<file path="config.mk">
export PLATFORM = sky130hd
export DESIGN_NAME = mem_access_ctrl
export DESIGN_NICKNAME = d
export VERILOG_FILES = /design/src/rtl/mem_access_ctrl.sv
export SDC_FILE = /design/constraint.sdc
export NUM_CORES = 1
export LEC_CHECK = 0
export BUFFER_PORTS_ARGS = -buffer_cell sky130_fd_sc_hd__buf_2
export CAP_MARGIN = 20
export CORE_MARGIN = 4
export CORE_UTILIZATION = 25
export CTS_BUF_LIST = sky130_fd_sc_hd__clkbuf_8
export DETAILED_ROUTE_END_ITERATION = 6
export RECOVER_POWER = 25
export REMOVE_ABC_BUFFERS = 1
export SLEW_MARGIN = 20
export SYNTH_ARGS = -nofsm -noshare
export SYNTH_HDL_FRONTEND = slang
export SYNTH_SLANG_ARGS = --single-unit
</file>
<file path="constraint.sdc">
create_clock -name clk -period 4.2 [get_ports clk]
set_input_delay 0.42 -clock clk [delete_from_list [all_inputs] [get_ports clk]]
set_output_delay 0.42 -clock clk [all_outputs]
set_load 0.02 [all_outputs]
</file>
<file path="src/rtl/mem_access_ctrl.sv">
// MEM-stage load/store sequencer for a single-port, variable-latency data bus.
// Handles lane enables, store replication, load extension, misalignment and timeout.
module mem_access_ctrl #(
    parameter int TIMEOUT = 16,
    parameter int CNT_W   = 5
) (
    input  logic        clk,
    input  logic        reset,
    input  logic        req_valid,
    input  logic        req_we,
    input  logic [2:0]  req_type,
    input  logic        req_sign,
    input  logic [31:0] req_addr,
    input  logic [31:0] req_wdata,
    output logic        stall,
    output logic        done,
    output logic [31:0] rdata,
    output logic        adel,
    output logic        ades,
    output logic        bus_err,
    output logic        mem_req,
    output logic        mem_we,
    output logic [31:0] mem_addr,
    output logic [3:0]  mem_be,
    output logic [31:0] mem_wdata,
    input  logic        mem_ack,
    input  logic [31:0] mem_rdata
);

    typedef enum logic [1:0] {
        IDLE,
        BUS,
        RESP
    } state_t;

    localparam bit HAS_TO = (TIMEOUT > 0);
    localparam logic [CNT_W-1:0] CNT_LAST =
        CNT_W'((TIMEOUT > 0) ? TIMEOUT - 1 : 0);

    state_t           state;
    logic [CNT_W-1:0] cnt;
    logic             lat_word;
    logic             lat_half;
    logic             lat_sign;
    logic             lat_we;
    logic [1:0]       lat_off;

    logic             is_word;
    logic             is_half;
    logic             misal;
    logic             idle_req;
    logic             accept;
    logic             to_hit;
    logic [3:0]       be_d;
    logic [31:0]      wd_d;
    logic [7:0]       ld_b;
    logic [15:0]      ld_h;
    logic [31:0]      ld_ext;

    always_comb begin
        is_word  = (req_type == 3'd0);
        is_half  = (req_type == 3'd1);
        misal    = (is_word & |req_addr[1:0]) | (is_half & req_addr[0]);
        // reset gate keeps the comb outputs quiet while reset is held
        idle_req = !reset && (state == IDLE) && req_valid;
        accept   = idle_req && !misal;
        adel     = idle_req && misal && !req_we;
        ades     = idle_req && misal && req_we;
        stall    = accept || (state == BUS);
        to_hit   = HAS_TO && (cnt == CNT_LAST);

        be_d = 4'b0000;
        wd_d = 32'h0;
        unique case (1'b1)
            is_word: begin
                be_d = 4'b1111;
                wd_d = req_wdata;
            end
            is_half: begin
                be_d = req_addr[1] ? 4'b1100 : 4'b0011;
                wd_d = {2{req_wdata[15:0]}};
            end
            default: begin
                be_d = 4'b0001 << req_addr[1:0];
                wd_d = {4{req_wdata[7:0]}};
            end
        endcase

        ld_h = lat_off[1] ? mem_rdata[31:16] : mem_rdata[15:0];
        ld_b = 8'h0;
        unique case (lat_off)
            2'd0:    ld_b = mem_rdata[7:0];
            2'd1:    ld_b = mem_rdata[15:8];
            2'd2:    ld_b = mem_rdata[23:16];
            default: ld_b = mem_rdata[31:24];
        endcase

        ld_ext = 32'h0;
        unique case (1'b1)
            lat_word: ld_ext = mem_rdata;
            lat_half: ld_ext = {{16{lat_sign & ld_h[15]}}, ld_h};
            default:  ld_ext = {{24{lat_sign & ld_b[7]}}, ld_b};
        endcase
    end

    always_ff @(posedge clk or posedge reset) begin
        if (reset) begin
            state     <= IDLE;
            cnt       <= '0;
            lat_word  <= 1'b0;
            lat_half  <= 1'b0;
            lat_sign  <= 1'b0;
            lat_we    <= 1'b0;
            lat_off   <= 2'd0;
            done      <= 1'b0;
            bus_err   <= 1'b0;
            rdata     <= 32'h0;
            mem_req   <= 1'b0;
            mem_we    <= 1'b0;
            mem_addr  <= 32'h0;
            mem_be    <= 4'h0;
            mem_wdata <= 32'h0;
        end else begin
            unique case (state)
                IDLE: begin
                    done    <= 1'b0;
                    bus_err <= 1'b0;
                    rdata   <= 32'h0;
                    if (accept) begin
                        lat_word  <= is_word;
                        lat_half  <= is_half;
                        lat_sign  <= req_sign;
                        lat_we    <= req_we;
                        lat_off   <= req_addr[1:0];
                        mem_req   <= 1'b1;
                        mem_we    <= req_we;
                        mem_addr  <= {req_addr[31:2], 2'b00};
                        mem_be    <= be_d;
                        mem_wdata <= wd_d;
                        cnt       <= '0;
                        state     <= BUS;
                    end
                end
                BUS: begin
                    if (mem_ack) begin
                        rdata   <= lat_we ? 32'h0 : ld_ext;
                        done    <= 1'b1;
                        mem_req <= 1'b0;
                        state   <= RESP;
                    end else if (to_hit) begin
                        rdata   <= 32'h0;
                        bus_err <= 1'b1;
                        done    <= 1'b1;
                        mem_req <= 1'b0;
                        state   <= RESP;
                    end else begin
                        cnt <= cnt + 1'b1;
                    end
                end
                RESP: begin
                    done    <= 1'b0;
                    bus_err <= 1'b0;
                    rdata   <= 32'h0;
                    state   <= IDLE;
                end
                default: state <= IDLE;
            endcase
        end
    end

endmodule
</file>
# After elaboration in Yosys (flattened, before gate mapping)
# Cells that the tools add are included.
# word_totals
register_bits,114
inputBits,105
out_inout_bits,107
wordCells,82
# op_classes
add_sub_neg,1
n_eq_ne,11
n_shift,1
n_mux,27
n_bitwise,5
reduce_logical,23
# ops
op,n
$pmux W32 S2,3
$mux W32,3
$pmux W8 S3,1
$mux W16,1
$mux W5,3
$pmux W5 S2,1
$ne A2 B2 Y1 const B,4
$pmux W4 S2,1
$logic_and A1 B1 Y1,6
$mux W1,6
$mux W2,3
$pmux W1 S2,3
$reduce_and A2 Y1,3
$reduce_and A3 Y1,2
$add A5 B1 Y5 const B,1
$eq A5 B4 Y1 const B,1
$and A1 B1 Y1,4
$eq A2 B1 Y1 const B,2
$eq A2 B2 Y1 const B,2
$logic_not A2 Y1,2
$mux W4,1
$pmux W2 S2,1
$reduce_and A4 Y1,1
$reduce_bool A2 Y1,2
8 further kinds,11

# Logic depth before layout (Yosys ltp)
# logic_depth
depth_word,7
depth_mapped,8
mapped_depth_nobuf,7

# Least setup slack after synthesis
# Ideal clock, no wire load.
# synth_timing
kind,reg-to-output
from,register state[0]
to,output stall
arrival_ps,1754
required_time_ps,3780
slack_ps,2026
path_stages_with_launch,6
n_path_buf,2
path_cell_list,dfrtp_1 buf_2 nor4b_1 o21ai_1 buf_2 a21oi_1
# synth_between
elab_chain_cells,5
elab_cells_between_ends,6
cone_classes,eq/ne (1); reduce/logical (5)
# synth_lines
element,line_no,text
"start, declared",40,state_t state;
"start signal, assigned",108,state <= IDLE;
"start signal, assigned",141,state <= BUS;
"start signal, assigned",149,state <= RESP;
$logic_not A2 Y1,65,idle_req = !reset && (state == IDLE) && req_valid;
$logic_and A1 B1 Y1 (2 in series),65,
$logic_and A1 B1 Y1,66,accept = idle_req && !misal;
$logic_or A1 B1 Y1 (*),69,stall = accept || (state == BUS);
"end, declared",15,"output logic stall,"
# Every way passes the cells marked *; elsewhere a longest branch is shown, timed or not.

# Worst setup path after layout
# layout_timing
from,register state[0]
to,output ades
# layout_between
elab_chain_cells,5
# layout_lines
element,line_no,text
$logic_not A2 Y1,65,
$logic_and A1 B1 Y1 (2 in series),65,
$logic_and A1 B1 Y1 (2 in series),68,ades = idle_req && misal && req_we;
"end, declared",19,"output logic ades,"
# Every way passes these cells.

==> implementation parameters <==
Parameter                              Value

Status
  Run status ... finished, violations left
  Failing checks ... capacitance limit, slew limit

Floorplanning
  Top-level port count ... 212
  Core footprint ... about 21000 um^2
  Die Height ... 154 um
  Die area ... 23800 um^2
  Die Span X ... 154 um
  Site Rows ... 53
  Starting density of the core ... 0.255

Clock tree
  Number of buffers added for setup after CTS ... 0
  Maximum level of the CTS H-tree ... 4
  Maximum root-to-sink buffer count ... 2
  Total clock buffers created by CTS ... 17
  Gates resized, CTS repair ... 0
  Root buffer cell ... sky130_fd_sc_hd__clkbuf_8
  # hold bufs at CTS ... 0
  CTS tree ... built
  Clk slew on worst S/H paths ... 80 ps
  Clk sink count ... roughly 110
  Clk_lat worst skew ... 430 ps

Route
  Final antenna-violating net count ... 0
  Initial DRT Pass Iterations ... 4
  Starting DRC count in detailed routing ... 209
  Vias after detailed routing ... 4463
  Total DRC errors in the routed layout ... 0
  Highest Signal Layer ... met4
  Post-Route M1 WL ... 6870 um
  Vias per std cell ... 4.61
  Routed wire per std cell ... 16.5 um
  Met2 wirelength from detailed routing ... 7250 um
  Wire length after detailed routing ... 16000 um
  Met3 wirelength from detailed routing ... approximately 1700 um

Worst setup path
  Critical register-to-register path startpoint ... state[0]
  Critical-path maximum fanout ... 12
  Register-to-register setup slack ... about 1700 ps
  Crit end category ... output port
  WP data arrival ... 2180 ps
  R2r worst-path depth ... 4
  Crit path largest cell delay ... 660 ps
  Max stage delay cell, worst path ... sky130_fd_sc_hd__nor4b_1
  Classification of the worst setup path ... reg2out
  Setup crit start kind ... flop
  Required time at the endpoint of the critical path ... 3780 ps
  Series of cell instances along the critical path ... nor4b_1 > nand2_1 > nor3b_1 > buf_2
  Destination of the worst register-to-register timing path ... mem_addr[10]

STA
  Minimum clock period ... 2600 ps
  Slew at the pin closest to its max-slew limit ... 1750 ps
  Number of failing setup endpoints in the final timing report ... 0
  Upper clock frequency limit ... 385 MHz
  Final clock period utilization by the worst path ... 0.618
  Final count of pins violating max slew ... 39
  Max Clock Skew ... 11.0 ps
  Count of endpoints failing hold in the final timing report ... 0
  Worst-case headroom to the max-slew limit ... -0.176
  Setup repair after global routing missed its margin ... false
  TNS Setup ... 0 ps
  Worst-case hold slack ... 204 ps

Global route
  Maximum number of pins on one net before global-route repair ... 57
  Number of global-route vias before repair ... 4627
  Wire length of the first global-routing pass ... about 26000 um
  Total global-route track usage ... 0.137
  Aggregate global routing overflow ... 0
  Initial antenna violation count ... 1

Power and ir drop
  Sw frac ... 0.367
  Worst IR Drop VDD ... 0.000240 V
  Net Sw Power ... 1350 uW
  Flop pwr share ... 0.412
  Pwr Density ... 526 nW/um^2
  Leak pwr ... 0.00341 uW
  Fraction of power consumed by combinational cells ... 0.316
  Clock power frac ... 0.271
  Cell-internal power ... 2340 uW

Cells and area
  Fin cells ... 969
  Layout net count ... 787
  Share of cells above drive strength 1 ... 0.469
  Count of fill cells added during filler insertion ... around 2200
  Layout overhead on the synthesized area ... 30.9%

Worst hold path
  Kind of path behind the tightest hold check ... in2reg
  Hold-critical path endpoint ... mem_addr[5]
  Critical hold path startpoint ... req_addr[5]
  Worst hold path depth ... 2

Yosys
  Mapped Avg Cell Area ... 11.2 um^2
  Yosys reg bits ... 114
  Gate Count Post-Synth ... 477
  Share of synthesized area occupied by flip-flops and latches ... 0.533
  Primary flip-flop cell chosen by synthesis mapping ... sky130_fd_sc_hd__dfrtp_1
  Cell area after synthesis ... 5360 um^2
  Number of synthesized flops with an enable pin ... 0
  Unique cell type count in the Yosys netlist ... 45
  Synth warnings ... 0
  Share of synthesized registers carrying an async set or reset ... 1.00

Run
  Max-cap violations ... 1

Placed design
  Number of port buffers ... between 200 and 250
  Number of cells in the design after placement ... 936
  Half-perimeter wire length after detailed placement ... between 10000 and 15000 um
  GP Congestion ... ~0.77
## area by class of cell
cell class | count | area (um^2) | area share
repair buffers | 216 | 1110 | 0.158
multi-input cells | 322 | 2290 | 0.326
inverters | 9 | 35.0 | 0.00500
clock inverters | 12 | 109 | 0.0155
diodes | 1 | 2.50 | 0.000357
well taps | 275 | 344 | 0.0491
clock buffers | 20 | 275 | 0.0393
flip-flops and latches | 114 | 2850 | 0.407
## layer usage
metal  GRT usage  vias to the layer above
met1       0.173                     2159
met5           0                        -
met4      0.0387                        0
met2       0.212                      186
met3      0.0618                        9
li1            -                     2109
## Yosys cell counts (2+ instances only)
library cell	number	share of area
sky130_fd_sc_hd__o21ai_1	2	0.0019
sky130_fd_sc_hd__ha_1	2	0.0047
sky130_fd_sc_hd__dfrtp_1	114	0.53
sky130_fd_sc_hd__mux2_1	4	0.0084
sky130_fd_sc_hd__mux2i_1	16	0.030
sky130_fd_sc_hd__o22ai_1	4	0.0047
sky130_fd_sc_hd__a22o_1	9	0.015
sky130_fd_sc_hd__buf_2	6	0.0056
sky130_fd_sc_hd__nand2_1	77	0.054
sky130_fd_sc_hd__a21oi_1	22	0.021
sky130_fd_sc_hd__a221oi_1	8	0.013
sky130_fd_sc_hd__nand2b_1	2	0.0023
sky130_fd_sc_hd__clkbuf_8	3	0.0077
sky130_fd_sc_hd__a21o_1	5	0.0070
sky130_fd_sc_hd__clkbuf_1	16	0.011
sky130_fd_sc_hd__o221ai_1	7	0.011
sky130_fd_sc_hd__buf_4	2	0.0028
sky130_fd_sc_hd__o311ai_0	4	0.0065
sky130_fd_sc_hd__nor2_1	16	0.011
sky130_fd_sc_hd__inv_1	9	0.0063
sky130_fd_sc_hd__a22oi_1	7	0.0098
sky130_fd_sc_hd__nand3_1	2	0.0019
sky130_fd_sc_hd__nor2b_1	3	0.0035
sky130_fd_sc_hd__nor3_1	4	0.0037
sky130_fd_sc_hd__and2_1	2	0.0023
sky130_fd_sc_hd__or2_2	4	0.0047
sky130_fd_sc_hd__buf_1	3	0.0021
sky130_fd_sc_hd__buf_6	3	0.0063
sky130_fd_sc_hd__and3_1	2	0.0023
sky130_fd_sc_hd__mux2_2	71	0.15
sky130_fd_sc_hd__o21a_1	3	0.0042
sky130_fd_sc_hd__o21ai_0	31	0.029
sky130_fd_sc_hd__xor2_1	2	0.0033
## how the worst max path moves through the flow
stage | start | end | slack [ps] | cells past startpoint
3_5_place_dp | state[0] | mem_wdata[26] | 1750 | 4
5_1_grt | state[0] | stall | 1420 | 4
2_1_floorplan | reset | bus_err | 760 | 1
3_3_place_gp | reset | mem_wdata[17] | 1800 | 5
6_report | state[0] | ades | 1600 | 4
4_1_cts | state[0] | ades | 1590 | 4
## power groups by stage
| stage | Combinational [uW] | Clock (uW) | Sequential, uW |
|---|---|---|---|
| floorplan | 462 | 0 | 1790 |
| global placement | 1180 | 0 | 1530 |
| detailed placement | 1190 | 0 | 1540 |
| CTS | 1190 | 1040 | 1520 |
| global route | 1280 | 1100 | 1560 |
| finish | 1170 | 1000 | 1520 |
## critical path: cells and delay by family (launching register included)
| family | cells | cell delay [ps] |
|---|---|---|
| flip-flops | 1 | 500 |
| AND/OR/NAND/NOR | 3 | 1070 |
| buffers and inverters | 1 | 190 |
## registers in the layout (all words and copies together) (netlist names), 2 cells and up
signal	flops
mem_addr	30
lat_off	2
mem_wdata	32
rdata	32
state	2
mem_be	4
cnt	5
## layout by cell type (no fill, tap or decap), types with 4 or more instances in the layout
cell type,count
sky130_fd_sc_hd__nor2_1,16
sky130_fd_sc_hd__mux2_1,4
sky130_fd_sc_hd__a22oi_1,7
sky130_fd_sc_hd__dfrtp_1,114
sky130_fd_sc_hd__inv_1,9
sky130_fd_sc_hd__buf_2,208
sky130_fd_sc_hd__o22ai_1,4
sky130_fd_sc_hd__mux2i_1,16
sky130_fd_sc_hd__a221oi_1,8
sky130_fd_sc_hd__clkinvlp_4,7
sky130_fd_sc_hd__buf_4,5
sky130_fd_sc_hd__a22o_1,9
sky130_fd_sc_hd__o21ai_0,31
sky130_fd_sc_hd__nand2_1,77
sky130_fd_sc_hd__a21oi_1,22
sky130_fd_sc_hd__mux2_2,71
sky130_fd_sc_hd__clkbuf_8,20
sky130_fd_sc_hd__a21o_1,5
sky130_fd_sc_hd__o221ai_1,7
sky130_fd_sc_hd__or2_2,4
sky130_fd_sc_hd__o311ai_0,4
## stage by stage
stage                util  setup WS (ps)  instance area, um^2  total power (uW)
floorplan               -            764                 5170              2260
global placement    0.315           1800                 6630              2710
detailed placement  0.315           1750                 6630              2730
CTS                 0.334           1590                 7010              3750
global route        0.334           1420                 7010              3940
finish              0.334           1600                 7010              3690
## cell families (layout without fill, tap and decap cells)
group | Yosys count | count (layout) | share of synthesized area
xor gates and xnor gates | 2 | 2 | 0.00327
AOI/OAI and AO/OA | 106 | 106 | 0.130
adders and majority gates | 2 | 2 | 0.00467
other | 1 | 3 | 0.000700
DFF | 114 | 114 | 0.533
buffers and inverters | 42 | 257 | 0.0421
and+or+nand+nor | 118 | 118 | 0.0946
muxes | 92 | 92 | 0.192
Note: power is estimated with default switching activity, not from simulation.
